### src/rtl/seg7_reader.sv
// rtl/seg7_reader.sv - samples an async 7-segment bus, waits for a stable pattern, decodes it to a digit stream
// Two-flop synchronizer, stability counter, decoder, optional repeat filter and one-entry output slot.

module seg7_reader #(
  parameter int STABLE_CYCLES  = 4,
  parameter int REPORT_REPEATS = 0
) (
  input  logic       clk,
  input  logic       rst,
  input  logic       en,
  input  logic [6:0] segments_in,
  output logic [3:0] digit_out,
  output logic       digit_valid,
  input  logic       digit_ready,
  output logic       blank,
  output logic       err_invalid,
  output logic       err_overflow,
  input  logic       err_clr
);

  localparam logic [3:0] CNT_LAST = 4'(STABLE_CYCLES - 1);

  logic [6:0] s1, s2, cand;
  logic [3:0] cnt;
  logic       done;
  logic [2:0] last_digit;
  logic       last_vld;

  logic       stable_ev;
  logic [2:0] dec_digit;
  logic       dec_legal;
  logic       dec_blank;
  logic       is_repeat;
  logic       emit, load, drop;
  logic       blank_ev, inv_ev;

  assign stable_ev = en && (s2 == cand) && (cnt == CNT_LAST) && !done;

  always_ff @(posedge clk or posedge rst) begin
    if (rst) begin
      s1   <= '0;
      s2   <= '0;
      cand <= '0;
      cnt  <= '0;
      done <= 1'b0;
    end else begin
      s1 <= segments_in;
      s2 <= s1;
      if (!en) begin
        cnt  <= '0;
        done <= 1'b0;
        cand <= s2;
      end else if (s2 != cand) begin
        cand <= s2;
        cnt  <= '0;
        done <= 1'b0;
      end else begin
        if (cnt < CNT_LAST)
          cnt <= cnt + 4'd1;
        if (stable_ev)
          done <= 1'b1;
      end
    end
  end

  // At the stable event s2 == cand, so the candidate is the pattern to decode.
  always_comb begin
    dec_digit = '0;
    dec_legal = 1'b0;
    dec_blank = 1'b0;
    case (cand)
      7'b0111111: begin dec_digit = 3'd0; dec_legal = 1'b1; end
      7'b0000110: begin dec_digit = 3'd1; dec_legal = 1'b1; end
      7'b1011011: begin dec_digit = 3'd2; dec_legal = 1'b1; end
      7'b1001111: begin dec_digit = 3'd3; dec_legal = 1'b1; end
      7'b1100110: begin dec_digit = 3'd4; dec_legal = 1'b1; end
      7'b1101101: begin dec_digit = 3'd5; dec_legal = 1'b1; end
      7'b1111101: begin dec_digit = 3'd6; dec_legal = 1'b1; end
      7'b0000111: begin dec_digit = 3'd7; dec_legal = 1'b1; end
      7'b0000000: dec_blank = 1'b1;
      default:    dec_legal = 1'b0;
    endcase
  end

  assign is_repeat = (REPORT_REPEATS == 0) && last_vld && (last_digit == dec_digit);
  assign emit      = stable_ev && dec_legal && !is_repeat;
  assign load      = emit && (!digit_valid || digit_ready);
  assign drop      = emit && digit_valid && !digit_ready;
  assign blank_ev  = stable_ev && dec_blank;
  assign inv_ev    = stable_ev && !dec_legal && !dec_blank;

  always_ff @(posedge clk or posedge rst) begin
    if (rst) begin
      digit_out    <= '0;
      digit_valid  <= 1'b0;
      last_digit   <= '0;
      last_vld     <= 1'b0;
      blank        <= 1'b0;
      err_invalid  <= 1'b0;
      err_overflow <= 1'b0;
    end else begin
      if (load) begin
        digit_out   <= {1'b0, dec_digit};
        digit_valid <= 1'b1;
        last_digit  <= dec_digit;
        last_vld    <= 1'b1;
      end else if (digit_valid && digit_ready) begin
        digit_valid <= 1'b0;
      end

      // A blank or bad pattern in between lets the same digit be reported again.
      if (blank_ev || inv_ev)
        last_vld <= 1'b0;

      if (blank_ev)
        blank <= 1'b1;
      else if (inv_ev || (stable_ev && dec_legal))
        blank <= 1'b0;

      if (inv_ev)
        err_invalid <= 1'b1;
      else if (err_clr)
        err_invalid <= 1'b0;

      if (drop)
        err_overflow <= 1'b1;
      else if (err_clr)
        err_overflow <= 1'b0;
    end
  end

endmodule

### config.mk
export PLATFORM = sky130hd
export DESIGN_NAME = seg7_reader
export DESIGN_NICKNAME = d
export VERILOG_FILES = /design/src/rtl/seg7_reader.sv
export SDC_FILE = /design/constraint.sdc
export NUM_CORES = 1
export LEC_CHECK = 0
export CORE_UTILIZATION = 45
export CTS_CLUSTER_SIZE = 10
export DETAILED_ROUTE_END_ITERATION = 10
export PLACE_DENSITY = 0.65
export SLEW_MARGIN = 20
export SYNTH_ARGS = -nofsm -noshare
export SYNTH_HDL_FRONTEND = slang
export SYNTH_SLANG_ARGS = --single-unit
### constraint.sdc
create_clock -name clk -period 6.33 [get_ports clk]
set_input_delay 0.9495 -clock clk [delete_from_list [all_inputs] [get_ports clk]]
set_output_delay 0.9495 -clock clk [all_outputs]
set_load 0.005 [all_outputs]
; ---- Yosys cells after proc, flatten, opt, wreduce, memory -nomap -nowiden
; Cells that the tools add are included.
[word_totals]
register_bits = 34
in_bits = 12
out_inout_bits = 8
wordCells = 77
[op_classes]
n_addsub = 1
magnitude_cmp = 1
eq_ne = 15
muxes = 20
n_reduce_logical = 29
[ops]
columns = op, count
row1 = $eq A7 B7 Y1 const B, 5
row2 = $pmux W3 S7, 1
row3 = $eq A7 B3 Y1 const B, 2
row4 = $mux W1, 14
row5 = $mux W7, 2
row6 = $logic_and A1 B1 Y1, 13
row7 = $mux W4, 3
row8 = $reduce_bool A2 Y1, 5
row9 = $reduce_or A8 Y1, 1
row10 = $eq A7 B6 Y1 const B, 1
row11 = $eq A7 B7 Y1, 1
row12 = $logic_not A7 Y1, 1
row13 = $ne A7 B7 Y1, 1
row14 = $logic_not A1 Y1, 6
row15 = $ne A3 B1 Y1 const B, 2
row16 = $add A4 B1 Y4 const B, 1
row17 = $eq A4 B2 Y1 const B, 1
row18 = $lt A4 B2 Y1 const B, 1
row19 = $eq A3 B3 Y1, 1
row20 = $logic_or A1 B1 Y1, 3
row21 = $ne A2 B1 Y1 const B, 1

; ---- Depth between registers and ports, before layout
[logic_depth]
depth_word = 9
mapped_depth = 7

; ---- Least setup slack after synthesis
; Ideal clock, no wire load.
[synth_path]
kind = register to register
startpoint = register cand[2]
endpoint = register digit_out[1]
setup_time_ns = 0.125
arrival_time_ns = 1.940
path_slack_ns = 4.264
stages_incl_launch_ff = 8
n_path_buf = 1
cell_sequence = dfrtp_1 buf_6 xor2_1 nor4_2 nand4_2 nor3_4 and3_4 mux2_4
[synth_via]
elab_chain_len = 7
[synth_rtl]
columns = item, line
row1 = from (decl), 23  ; logic [6:0] s1, s2, cand;
row2 = from (signal assigned), 43  ; cand <= '0;
row3 = from (signal assigned), 52  ; cand <= s2;
row4 = from (signal assigned), 54  ; cand <= s2;
row5 = $eq A7 B3 Y1 (tied with other cells), 71  ; case (cand)
row6 = $pmux W3 S7 / $logic_and A1 B1 Y1 (equally long branches), "71, 37"
row7 = $eq A3 B3 Y1 / $logic_and A1 B1 Y1 (equally long branches), "85, 37"
row8 = $logic_and A1 B1 Y1 (on tied branches), "85, 37"
row9 = $logic_not A1 Y1 / $logic_and A1 B1 Y1 (equally long branches), 86  ; assign emit = stable_ev && dec_legal && !is_repeat;
row10 = $logic_and A1 B1 Y1, 86
row11 = $logic_and A1 B1 Y1, 87  ; assign load = emit && (!digit_valid || digit_ready);
row12 = to (signal assigned), 103  ; digit_out <= {1'b0, dec_digit};
row13 = to (decl), 12  ; output logic [3:0] digit_out,
; Parallel ways exist; a longest one is shown, timed or not.
; A chain may end at the register's enable or synchronous reset.

; ---- Worst setup path after layout
[layout_path]
startpoint = register cand[5]
endpoint = register digit_out[1]
; Same word-level chain as after synthesis.

==> run summary <==
The flow ran to the end, and the final reports show no timing, DRC or antenna violations. The count of synthesis-stage warnings from yosys came out at 0. The maximum clock rate is about 430 MHz. The detailed placement HPWL came out at ~1600 um.

The antenna cell count came out at 0. The first global-routing pass estimated approximately 3800 um of wire. The power per standard cell area is between 200 and 250 nW/um2. The number of library cell types mapped by synthesis came out at 44.

The critical path is of the reg -> reg type. After filler insertion, the fill cell instance count of the layout stands at roughly 290. Setup repair after global routing left no endpoint under its margin.

The post-layout instance count excluding filler cells is about 180. The count of state elements after synthesis is 34. The final setup skew came out at approximately 0.0095 ns. The synthesis-to-finish area growth is 15.88%. The count of boundary I/O pins is 20. The number of standard-cell rows in the floorplan is 20. The routed layout has 888 vias. The global router's overall resource usage came out at between 10% and 20%. The residual DRC count came out at 0. The worst setup path is launched from a register. The hold violation count in the final report came out at 0. The max-slew violation count is 0.

The depth of the CTS H-tree is 2. After detailed routing, the average wire length per cell comes to between 10 and 15 um. The shortest period the worst path allows came out at roughly 2.4 ns.

The detailed-route wire length came out at 2200 um. The average cell area after synthesis is between 10 and 15 um2. The final RePlAce weighted congestion is around 0.83. For this design, the CTS-stage hold fixing added 0 buffers. The share of final-layout standard cells stronger than drive strength 1 is between 10% and 20%. The static leakage is between 0.7 and 0.8 nW. The remaining antenna violation count after routing is 0. The floorplan die area is between 3000 and 4000 um2. The net count after synthesis came out at between 100 and 150. The initial antenna violation count came out at 0. The TritonCTS buffer count is 5. The data arrival time of the worst path came out at 2.57 ns. The number of DRC markers in iteration 0 came out at 19. The post-CTS repair timing setup buffer count is 0.

The final setup violation count is 0. The initial core utilization is 47.50%. The endpoint required time on the critical path came out at approximately 6.6 ns.

The worst-case IR drop observed on VDD is 0.1586 mV. Once placement completed, the tool counted placed cells totaling approximately 170. The worst setup path is captured at a register. The tree built by TritonCTS fans out to 34 sinks. After clock tree synthesis, the clock-pin slew on the worst setup and hold paths is around 0.10 ns. Summing the sequential cell areas from Yosys gives about three fifths of the chip area. The tool flagged a number of max-cap violations equal to 0. The combined area of all synthesized cells came out at 1450 um2. The latest clock arrival within the worst-skew pair came out at 0.33 ns. Counting along the longest clock path gives a buffer depth of 2.

The count of mapped cells out of synthesis is 124. The sum of negative setup slack came out at 0 ns. The min-delay analysis places its worst path in the category reg -> reg. Port buffering added 18 buffers. The clock root buffer master is sky130_fd_sc_hd__clkbuf_4. The highest net fanout along the worst path is 9.

TritonCTS built the clock tree. The final cycle utilization of the critical path came out at between 30% and 40%. The via count of the first global-routing pass came to 883.

Once the clock tree was built, the resizer swapped 0 gates to a different size. The number of detailed-routing iterations run before antenna repair came out at 4. The placeable core region is 3053 um2. The die is between 50 and 60 um wide.

The final net count is around 150. Entering global routing, the biggest net connects 35 pins. The total congestion overflow after global routing is 0. The number of vias per cell after detailed routing is slightly below 5. The vertical die dimension came out at roughly 59 um.
==> report_power, final <==
part | leakage [nW] | internal, mW | switching (mW)
logic | 0.257 | 0.0118 | 0.0100
clock network | 0.0343 | 0.0534 | 0.0701
registers | 0.426 | 0.224 | 0.00705
total | 0.718 | 0.289 | 0.0871
==> metrics by stage <==
stage	hold WS (ns)	total power, mW	util [%]	area, um2	setup slack, ns
after global routing	0.3635	0.3930	55.04	1680	3.842
after global placement	0.3317	0.2566	52.95	1617	3.746
after CTS	0.3607	0.3822	55.04	1680	3.957
after floorplan	0.3312	0.2501	-	1450	4.264
final	0.3580	0.3761	55.04	1680	3.978
after detailed placement	0.3371	0.2576	52.95	1617	3.716
==> cells in the final DEF (no fill, tap or decap), drive strengths merged, types with 2 or more instances in the layout <==
cell type,n
a21oi,3
a31oi,3
and3,2
clkbuf,6
clkdlybuf4s50,18
dfrtp,34
inv,5
mux2,2
nand2,6
nand2b,2
nand3b,2
nand4,2
nor2,10
nor3,4
nor4,3
o211ai,2
o22ai,2
xnor2,4
xor2,8
==> layout make-up <==
class / instances / area, um2 / share of cell area [%]
Inverter: 5 / 18.77 / 1.117
Timing Repair Buffer: 19 / 187.7 / 11.17
Sequential cell: 34 / 850.8 / 50.63
Clock buffer: 6 / 51.30 / 3.053
Clock inverter: 2 / 12.51 / 0.7446
Multi-Input combinational cell: 71 / 504.2 / 30.01
Tap cell: 44 / 55.05 / 3.276
==> kinds of logic (layout without fill, tap and decap cells) <==
group | count (synthesis) | in the layout | synth area share (%)
mux | 3 | 3 | 2.502
compound gates | 14 | 14 | 6.212
simple gates | 40 | 40 | 17.69
xor+xnor | 12 | 12 | 7.248
flops | 34 | 34 | 58.67
other cells | 1 | 1 | 0.2586
fa+ha+maj | 1 | 1 | 0.8627
buf+inv | 19 | 32 | 6.558
==> worst paths after layout <==
path                                     startpoint                       end  slack (ns)  cells after the start
worst min register to register      s1[4]$_DFF_PP0_           s2[4]$_DFF_PP0_        0.36                      0
min in group asynchronous                       rst        cnt[3]$_DFFE_PP0P_        1.00                      3
max in group asynchronous                       rst           s2[3]$_DFF_PP0_        5.03                      3
worst max-delay path            cand[5]$_DFFE_PP0P_  digit_out[1]$_DFFE_PP0P_        3.98                      6
worst min-delay path                s1[4]$_DFF_PP0_           s2[4]$_DFF_PP0_        0.36                      0
worst max register to register  cand[5]$_DFFE_PP0P_  digit_out[1]$_DFFE_PP0P_        3.98                      6
==> cells in the mapped netlist (all sizes together) <==
library cell | n | area [um2]
nor2 | 10 | 37.54
conb | 1 | 3.750
inv | 5 | 18.77
nand3b | 2 | 15.01
nand2 | 6 | 22.52
nor3 | 4 | 36.29
o22ai | 2 | 12.51
and2 | 1 | 6.260
nor2b | 1 | 6.260
or3b | 1 | 8.760
mux2 | 2 | 26.27
and3 | 2 | 17.52
mux2i | 1 | 10.01
o21a | 1 | 7.510
dfrtp | 34 | 850.8
nand3 | 1 | 5.000
nand2b | 2 | 12.51
or3 | 1 | 6.260
o211ai | 2 | 15.01
and3b | 1 | 8.760
xnor2 | 4 | 35.03
ha | 1 | 12.51
or4b | 1 | 10.01
a21oi | 3 | 15.01
xor2 | 8 | 70.07
nand4 | 2 | 18.77
and4b | 1 | 10.01
clkbuf | 9 | 36.29
o311ai | 1 | 8.760
buf | 5 | 40.04
nor4 | 3 | 25.02
a21boi | 1 | 7.510
o21ai | 1 | 5.000
a31oi | 3 | 18.77
nor4bb | 1 | 10.01
==> routing by layer <==
layer	track usage [%]	vias to the layer above	share of wire [%]
li1	-	437	-
met1	15.95	417	41
met2	26.95	27	52
met3	4.615	7	5.3
met4	7.143	0	1.7
met5	0	-	0
==> registers in the layout (all words and copies together) (netlist names) <==
register      count
cand              7
s1                7
s2                7
cnt               4
digit_out         3
blank             1
digit_valid       1
done              1
err_invalid       1
err_overflow      1
last_vld          1
==> worst max-delay path, stage by stage (launching register included) <==
cell and delay [ns]:
sky130_fd_sc_hd__dfrtp_1 0.49, sky130_fd_sc_hd__xor2_1 0.21, sky130_fd_sc_hd__nor4_2 0.37, sky130_fd_sc_hd__nand4_2 0.28, sky130_fd_sc_hd__nor3_4 0.34, sky130_fd_sc_hd__and3_4 0.26
sky130_fd_sc_hd__mux2_4 0.29
Note: power is estimated with default switching activity, not from simulation.
